<file path="config.mk">
export PLATFORM = sky130hd
export DESIGN_NAME = mmio_console
export DESIGN_NICKNAME = d
export VERILOG_FILES = /design/src/rtl/mmio_console.sv
export SDC_FILE = /design/constraint.sdc
export NUM_CORES = 1
export LEC_CHECK = 0
export BUFFER_PORTS_ARGS = -buffer_cell sky130_fd_sc_hd__buf_2
export CELL_PAD_IN_SITES_DETAIL_PLACEMENT = 1
export CELL_PAD_IN_SITES_GLOBAL_PLACEMENT = 1
export CORE_UTILIZATION = 45
export CTS_CLUSTER_SIZE = 10
export DETAILED_ROUTE_END_ITERATION = 12
export PLACE_DENSITY_LB_ADDON = 0.2
export REMOVE_ABC_BUFFERS = 1
export SYNTH_ARGS = -nofsm -noshare
export SYNTH_HDL_FRONTEND = slang
export SYNTH_SLANG_ARGS = --single-unit
</file>
<file path="constraint.sdc">
create_clock -name clk -period 4.6 [get_ports clk]
set_input_delay 0.23 -clock clk [delete_from_list [all_inputs] [get_ports clk]]
set_output_delay 0.23 -clock clk [all_outputs]
set_load 0.1 [all_outputs]
</file>
<file path="src/rtl/mmio_console.sv">
// rtl/mmio_console.sv - memory-mapped console: character FIFO, drop counter and exit handshake
module mmio_console #(
    parameter int          DEPTH     = 16,
    parameter logic [31:0] PUTC_ADDR = 32'h9000001c,
    parameter logic [31:0] EXIT_ADDR = 32'h9000002c
) (
    input  logic                       clk,
    input  logic                       reset,
    input  logic                       wvalid,
    input  logic [31:0]                waddr,
    input  logic [31:0]                wdata,
    input  logic [3:0]                 wstrb,
    output logic                       hit,
    output logic                       tx_valid,
    input  logic                       tx_ready,
    output logic [7:0]                 tx_data,
    output logic [$clog2(DEPTH):0]     level,
    output logic [7:0]                 dropped,
    output logic                       exit_done,
    output logic [31:0]                exit_code
);

    localparam int AW = $clog2(DEPTH);
    localparam int LW = AW + 1;
    localparam logic [LW-1:0] FULL = LW'(DEPTH);

    typedef enum logic [1:0] {RUN, DRAIN, DONE} state_t;

    state_t         state;
    logic           drain_first;
    logic [AW-1:0]  wr_ptr;
    logic [AW-1:0]  rd_ptr;
    logic [7:0]     mem [DEPTH];

    logic exit_wr;
    logic putc_wr;
    logic pop;
    logic push_ok;
    logic drop;

    assign hit     = wvalid && ((waddr == PUTC_ADDR) || (waddr == EXIT_ADDR));
    assign exit_wr = wvalid && (waddr == EXIT_ADDR);
    // EXIT wins if both decodes ever fire on the same write
    assign putc_wr = wvalid && (waddr == PUTC_ADDR) && wstrb[0] && !exit_wr;

    assign tx_valid  = (level != '0);
    assign tx_data   = mem[rd_ptr];
    assign exit_done = (state == DONE);

    assign pop     = tx_valid && tx_ready;
    assign push_ok = putc_wr && (state == RUN) && ((level != FULL) || pop);
    assign drop    = putc_wr && !push_ok;

    always_ff @(posedge clk) begin
        if (push_ok) begin
            mem[wr_ptr] <= wdata[7:0];
        end
    end

    always_ff @(posedge clk) begin
        if (reset) begin
            wr_ptr      <= '0;
            rd_ptr      <= '0;
            level       <= '0;
            dropped     <= 8'd0;
            exit_code   <= 32'd0;
            state       <= RUN;
            drain_first <= 1'b0;
        end else begin
            if (push_ok) begin
                wr_ptr <= wr_ptr + 1'b1;
            end
            if (pop) begin
                rd_ptr <= rd_ptr + 1'b1;
            end
            case ({push_ok, pop})
                2'b10:   level <= level + 1'b1;
                2'b01:   level <= level - 1'b1;
                default: level <= level;
            endcase
            if (drop && (dropped != 8'hff)) begin
                dropped <= dropped + 8'd1;
            end

            // drain_first holds off DONE for one cycle so an empty-FIFO exit takes two cycles
            drain_first <= 1'b0;
            case (state)
                RUN: begin
                    if (exit_wr) begin
                        exit_code   <= wdata;
                        state       <= DRAIN;
                        drain_first <= 1'b1;
                    end
                end
                DRAIN: begin
                    if (!drain_first && (level == '0)) begin
                        state <= DONE;
                    end
                end
                DONE:    state <= DONE;
                default: state <= RUN;
            endcase
        end
    end

endmodule

</file>
* After elaboration in Yosys (flattened, before gate mapping) *
Memory sizes are Yosys's and may differ from the RTL's. A register that Yosys moved wholly into a read port is not among the register bits.
Index checks and enable logic that the tools add are counted.

word-level totals
  logic and storage cells = 56
  register bits = 56
  memory bits (writable) = 128
  memories kept = 1

cells by class
  equal/unequal tests = 10
  add/sub/neg operators = 5
  reductions and logical operators = 23
  bitwise gates (word level) = 1
  mux-type cells = 9

memories
  name  words  width  rd ports  clocked after memory_dff  write ports  line  text
  mem   16     8      1         1                         1            33    logic [7:0] mem [DEPTH];

operator list
  kind                                                                count
  32-bit == test, second input constant                               2
  1-bit logical AND                                                   11
  5-bit case mux with 2 select lines                                  1
  4-bit by 1-bit adder with 4-bit output, second input constant       2
  8-bit by 1-bit adder with 8-bit output, second input constant       1
  4-bit 2-to-1 mux                                                    2
  8-bit inequality test, second input constant                        1
  2-bit case mux with 3 select lines                                  1
  5-bit by 1-bit adder with 5-bit output, second input constant       1
  5-bit zero test                                                     1
  5-bit inequality test, second input constant                        1
  5-bit nonzero test                                                  1
  5-bit by 1-bit subtractor with 5-bit output, second input constant  1
  2-bit by 1-bit == test with 1-bit output, second input constant     2
  2-bit == test, second input constant                                2
  2-bit 2-to-1 mux                                                    2
  2-bit inequality test, second input constant                        2
  2-bit AND reduction                                                 2
  1-bit zero test                                                     3
  1-bit 2-to-1 mux                                                    3
  2-bit zero test                                                     1
  1-bit logical OR                                                    2
  2-bit nonzero test                                                  1
  2-bit OR reduction                                                  1
  1-bit NOT                                                           1

* Logic depth before layout (Yosys ltp) *
Gate-level depths: netlist of run 1.

  depth in word-level cells = 9
  depth in mapped cells = 9

* Worst setup path before layout of run 1 *
Ideal clock, no wire load.

  path kind = register to register
  from = register level[2]
  to = memory mem[0][0], enable pin
  cell stages (with the launch flop) = 6
  arrival = 2.778 ns
  setup time = 0.395 ns
  path buffers = 1
  period minus slack after synthesis = 3.173 ns
  setup slack = 1.427 ns
  cells stage by stage = dfxtp_1 > or4_4 > nor2_4 > or4_4 > clkbuf_8 > nor4_1

on the way
  longest elaborated chain between the ends = 6
  elaborated cells on any way between the ends = 7
  classes of those cells = 1 x eq/ne; 2 x mux; 4 x reduce/logical

RTL lines
  item                                        line  text
  start: declaration                          17    output logic [$clog2(DEPTH):0] level,
  start signal: assignment                    77    2'b10: level <= level + 1'b1;
  start signal: assignment                    78    2'b01: level <= level - 1'b1;
  start signal: assignment                    79    default: level <= level;
  5-bit nonzero test                          46    assign tx_valid = (level != '0);
  1-bit logical AND                           50    assign pop = tx_valid && tx_ready;
  1-bit logical OR (*)                        51    assign push_ok = putc_wr && (state == RUN) && ((level != FULL) || pop);
  1-bit logical AND (*)                       51
  1-bit 2-to-1 mux (*)                        55    if (push_ok) begin
  1-bit 2-to-1 mux (implied by the code) (*)  56    mem[wr_ptr] <= wdata[7:0];
  end: declaration                            33

Mark *: on every way between the ends. The rest lies on a longest branch, timed or not.

==> results.sh, run 1 <==
export IMPL_min_from="wdata[26]"
export IMPL_status="complete, no violations"
export IMPL_final_layout_size_suffix_gt1_share_pct=35.0
export IMPL_max_slew_margin_rel_pct=18.5
export IMPL_crit_type="flip-flop to output pin"
export IMPL_ctsHoldBuffers=0
export IMPL_power_frac_clock_pct=44.8
export IMPL_end_kind="output pin"
export IMPL_synth_simple_area_share_pct=12.1
export IMPL_min_delay_path_depth=3
export IMPL_setup_violations=0
export IMPL_htree_num_levels=4
export IMPL_synthArstFlopShare_pct=0
export IMPL_switching_share_pct=20.4
export IMPL_root_buffer="clkbuf_16"
export IMPL_rsz0062_at_grt="no"
export IMPL_power_switching_uw=692
export IMPL_worst_slack_ps=1500
export IMPL_synth_warnings=0
export IMPL_ys_ff_latch=188
export IMPL_use_met3_pct=6.25
export IMPL_gp_congestion=0.733
export IMPL_synth_cell_types=57
export IMPL_syn_cell_area_um2=7720
export IMPL_boundaryPins=128
export IMPL_coreArea_um2=16600
export IMPL_hold_viol=0
export IMPL_final_cell_mix="edfxtp_1, buf_2, nand2_1"
export IMPL_grt_pass1_wl_um=27500
export IMPL_grt_usage_pct=20.6
export IMPL_wl_per_cell_um=19.3
export IMPL_hold_ws_ps=26.8
export IMPL_start_util_pct=46.4
export IMPL_final_cells=882
export IMPL_fp_dieW_um=133
export IMPL_via_per_inst=5.37
export IMPL_syn_area_per_cell_um2=14.7
export IMPL_r2r_start="state[0]$_SDFFE_PP0P_"
export IMPL_area_growth_pct=18.8
export IMPL_finalSetupTns_ps=0
export IMPL_critPathRequiredTime_ps=4370
export IMPL_gr_max_usage_layer="met2"
export IMPL_dpl_worst_slack_ps=1640
export IMPL_slew_violations=0
export IMPL_placed_cells=850
export IMPL_antenna_found_initial=0
export IMPL_max_freq_mhz=323
export IMPL_num_nets_final=732
export IMPL_power_density_nw_per_um2=369
export IMPL_synthCells=524
export IMPL_postCtsSetupBuffers=0
export IMPL_p_leak_nw=3.22
export IMPL_num_vias=4739
export IMPL_grt_overflow=0
export IMPL_grt_max_degree=46
export IMPL_drv_cap=0
export IMPL_clk_pin_slew_ps=70
export IMPL_rr_worst_depth=9
export IMPL_power_frac_seq_pct=53.1
export IMPL_drt_wl_total_um=17000
export IMPL_grt_pass1_vias=5102
export IMPL_drtAntennaViolNets=0
export IMPL_met2_usage_pct=34.4
export IMPL_reg2reg_to="level[4]$_SDFFE_PP0P_"
export IMPL_synth_ff_type="edfxtp_1"
export IMPL_initialDrtViolationCount=211
export IMPL_synthAdderAreaFrac_pct=1.88
export IMPL_die_area_um2=17700
export IMPL_reg2reg_slack_ps=1670
export IMPL_power_internal_mw=2.70
export IMPL_cts_buffers=17
export IMPL_portBuffers=124
export IMPL_tightest_slew_ps=1220
export IMPL_ys_seq_area_share_pct=65.3
export IMPL_final_common_cell="edfxtp_1"
export IMPL_cts_max_path_buffers=2
export IMPL_synth_edf_count=128
export IMPL_remaining_drc_errors=0
export IMPL_worstPathArrival_ps=2870
export IMPL_startpoint_type="flip-flop"
export IMPL_register_area_um2=5050
export IMPL_drt_pass1_iter_count=4
export IMPL_synthMuxAreaShare_pct=12.5
export IMPL_ir_drop_v=0.000283
export IMPL_hp_class="input port to flip-flop"
export IMPL_rows=47
export IMPL_clk_insertion_delay_late_ps=430
export IMPL_combinationalPowerShare_pct=2.1
export IMPL_synth_top_family_by_area="multiplexers"
export IMPL_cts_resized=0
export IMPL_fin_worst_skew_ps=11.1
export IMPL_dp_hpwl_um=11800
export IMPL_fin_crit_sh_pct=67.3
export IMPL_synth_xor_area_share_pct=0.681
export IMPL_holdPathEnd="exit_code[26]$_SDFFE_PP0P_"
export IMPL_n_fill_cell=1658
export IMPL_crit_path_max_fanout=24
export IMPL_multi_input_area_um2=2470
export IMPL_diodes=0
export IMPL_grt_use_met1_pct=25.8
export IMPL_finalCriticalPeriod_ps=3100
export IMPL_synth_compound_area_share_pct=4.88
export IMPL_cts_tree="done"
export IMPL_clock_sinks=188
export IMPL_die_y_um=133
[logic make-up after synthesis]
family | count (synthesis)
adder cells (fa/ha/maj) | 11
buffers and inverters | 45
AO/OA/AOI/OAI | 64
flip-flops | 188
multiplexers | 46
AND/OR/NAND/NOR | 164
XOR/XNOR | 6
[synthesized netlist by cell type, drive strengths merged (2+ instances only)]
cell type	n	area share, %
and3	2	0.16
xor2	2	0.23
nor4	16	1.7
nand3	8	0.52
nor4b	5	1.2
mux2	5	0.73
a22oi	2	0.19
inv	16	0.78
nor2	21	1.1
clkbuf	18	1.0
nor3b	3	0.29
a21oi	41	2.7
o31ai	4	0.39
o21ai	7	0.45
and2	5	0.41
nor2b	7	0.57
xnor2	4	0.45
and4	3	0.36
or4	6	0.68
or2	2	0.16
buf	8	0.49
nand4	3	0.41
mux4	40	12
or3	2	0.16
dfxtp	60	16
ha	10	1.6
nand2	76	3.7
edfxtp	128	50
dlygate4sd1	2	0.23
[final cells by class]
class	count	share of cell area [%]
clock buffers	18	4.68
repair buffers	135	7.67
flip-flops and latches	188	55.0
inverters	16	0.655
clock inverters	14	2.02
well taps	220	3.00
multi-input cells	291	27.0
[worst max path at each step]
stage | to | slack [ps] | depth (start not counted)
finish | tx_data[2] | 1500 | 4
global route | tx_data[1] | 1320 | 4
floorplan | level[4]$_SDFFE_PP0P_ | 1440 | 8
detailed placement | mem[13][5]$_DFFE_PP_ | 1640 | 6
global placement | mem[12][2]$_DFFE_PP_ | 1760 | 6
CTS | tx_data[2] | 1410 | 4
[per-stage QoR]
stage / util, % / cell area, um2 / total power [mW]
after floorplan: - / 7580 / 1.85
after global placement: 51.4 / 8560 / 1.90
after detailed placement: 51.4 / 8560 / 1.91
after CTS: 55.1 / 9170 / 3.42
after global routing: 55.1 / 9170 / 3.48
final: 55.1 / 9170 / 3.39
[power groups by stage]
stage	Combinational (mW)	Clock [mW]	Sequential, mW
after detailed placement	0.0703	0	1.84
after CTS	0.0706	1.55	1.80
after global placement	0.0659	0	1.84
final	0.0698	1.52	1.80
after global routing	0.0771	1.60	1.80
after floorplan	0.00996	0	1.84
[registers in the layout (all words and copies together) (netlist names), named ones only]
signal       flops
wr_ptr           4
exit_code       32
mem            128
dropped          8
level            5
state            2
drain_first      1
rd_ptr           4
[metal layers]
| layer | up-vias | share of wire, % |
|---|---|---|
| met5 | - | 0 |
| met4 | 0 | 1.1 |
| met3 | 14 | 5.9 |
| met2 | 145 | 49 |
| met1 | 2344 | 44 |
| li1 | 2236 | - |
[critical path, stage by stage, from the launching register on]
cell     delay [ps]
dfxtp_2         530
buf_4           500
mux4_2          600
mux4_2          490
buf_2           310
No activity file was read; power rests on OpenSTA's default activity.
==> run 2: changes to the inputs <==
CORE_UTILIZATION = 42   (was 45)
clock period = 2.6 ns   (was 4.6 ns; I/O delays follow)
==> results.sh, run 2 (synthesis gave the netlist of run 1 again) <==
export IMPL_r2r_start="state[0]$_SDFFE_PP0P_"
export IMPL_fp_dieW_um=138
export IMPL_end_kind="output pin"
export IMPL_num_vias=4938
export IMPL_diodes=0
export IMPL_slew_violations=0
export IMPL_fin_crit_sh_pct=96.7
export IMPL_setup_violations=0
export IMPL_gp_congestion=0.785
export IMPL_rr_worst_depth=9
export IMPL_max_slew_margin_rel_pct=56.5
export IMPL_hold_ws_ps=89.7
export IMPL_die_y_um=138
export IMPL_area_growth_pct=24.7
export IMPL_max_freq_mhz=398
export IMPL_cts_max_path_buffers=2
export IMPL_ir_drop_v=0.000447
export IMPL_grt_pass1_vias=5293
export IMPL_start_util_pct=43.0
export IMPL_clk_pin_slew_ps=70
export IMPL_reg2reg_slack_ps=160
export IMPL_crit_type="flip-flop to output pin"
export IMPL_final_cells=932
export IMPL_final_layout_size_suffix_gt1_share_pct=37.0
export IMPL_cts_tree="done"
export IMPL_wl_per_cell_um=19.9
export IMPL_p_leak_nw=3.40
export IMPL_clk_insertion_delay_late_ps=420
export IMPL_regMostFlops="mem"
export IMPL_grt_max_degree=33
export IMPL_min_from="waddr[4]"
export IMPL_root_buffer="clkbuf_16"
export IMPL_num_nets_final=773
export IMPL_grt_usage_pct=20.5
export IMPL_power_density_nw_per_um2=605
export IMPL_htree_num_levels=4
export IMPL_grt_overflow=0
export IMPL_placed_cells=875
export IMPL_largest_registers="mem x128, exit_code x32, dropped x8"
export IMPL_drt_wl_total_um=18500
export IMPL_min_delay_path_depth=4
export IMPL_tightest_slew_ps=652
export IMPL_reg2reg_to="level[4]$_SDFFE_PP0P_"
export IMPL_postCtsSetupBuffers=0
export IMPL_largest_reg_flops=128
export IMPL_grt_pass1_wl_um=28600
export IMPL_p_total_mw=5.83
export IMPL_startpoint_type="flip-flop"
export IMPL_critPathRequiredTime_ps=2470
export IMPL_via_per_inst=5.30
export IMPL_finalCriticalPeriod_ps=2510
export IMPL_final_common_cell="edfxtp_1"
export IMPL_crit_path_max_fanout=16
export IMPL_drv_cap=0
export IMPL_fin_worst_skew_ps=9.18
export IMPL_dp_hpwl_um=12200
export IMPL_fin_util_pct=53.6
export IMPL_rows=49
export IMPL_initialDrtViolationCount=227
export IMPL_drt_pass1_iter_count=4
export IMPL_worstPathArrival_ps=2380
export IMPL_cts_buffers=17
export IMPL_die_area_um2=18900
export IMPL_n_fill_cell=1774
export IMPL_dpl_worst_slack_ps=36.9
export IMPL_hold_viol=0
export IMPL_antenna_found_initial=0
export IMPL_clock_sinks=188
export IMPL_final_cell_mix="edfxtp_1, buf_2, nand2_1"
export IMPL_hp_class="input port to flip-flop"
export IMPL_portBuffers=124
export IMPL_remaining_drc_errors=0
export IMPL_boundaryPins=128
export IMPL_holdPathEnd="drain_first$_SDFF_PP0_"
export IMPL_status="complete, no violations"
export IMPL_coreArea_um2=18000
export IMPL_drtAntennaViolNets=0
export IMPL_worst_slack_ps=86.3
-- run 2: worst max-delay path by stage --
stage	to	cells after the start
after floorplan	level[4]$_SDFFE_PP0P_	8
after global placement	level[4]$_SDFFE_PP0P_	9
after detailed placement	level[4]$_SDFFE_PP0P_	9
after CTS	tx_data[2]	4
after global routing	tx_data[2]	4
final	tx_data[6]	4
-- run 2: timing repair --
action                                  4_1_cts  5_1_grt
endpoints found under the hold margin        24        0
pin swaps                                     0        1
cloned                                        0        1
hold buffers                                 24        0
endpoints found under the setup margin        3       10
gates resized for setup                       3        7
-- run 2: through the flow --
stage	area, um2	setup TNS [ps]
detailed placement	8760	0
CTS	9580	0
finish	9630	0
global placement	8760	0
floorplan	7580	-37730
global route	9630	-5.36
-- run 2: routing by layer --
metal  share of wire [%]  up-vias  GRT usage, %
met1                  44     2486          25.9
met5                   0        -             0
met4                0.68        0          4.21
met2                  50      124          35.2
met3                 5.2       12          5.48
li1                    -     2316             -
-- run 2: worst max-delay path: stages (launching register included) --
cell	delay (ps)
dfxtp_2	400
buf_12	200
mux4_2	560
mux4_2	480
buf_2	310
-- run 2: area by class of cell --
type	count	area (um2)	share of cell area, %
Sequential cell	188	5050	52.4
Clock inverter	12	114	1.18
Multi-Input combinational cell	291	2540	26.4
Tap cell	229	287	2.98
Clock buffer	20	457	4.74
Inverter	16	60.1	0.624
Timing Repair Buffer	176	1120	11.7
-- run 2: report_power, final --
group          internal [mW]   switching, mW  total [mW]
Clock                   1.38            1.11        2.49
Sequential              3.19  0.000000000240        3.19
Combinational         0.0724          0.0825       0.155
Total                   4.64            1.19        5.83
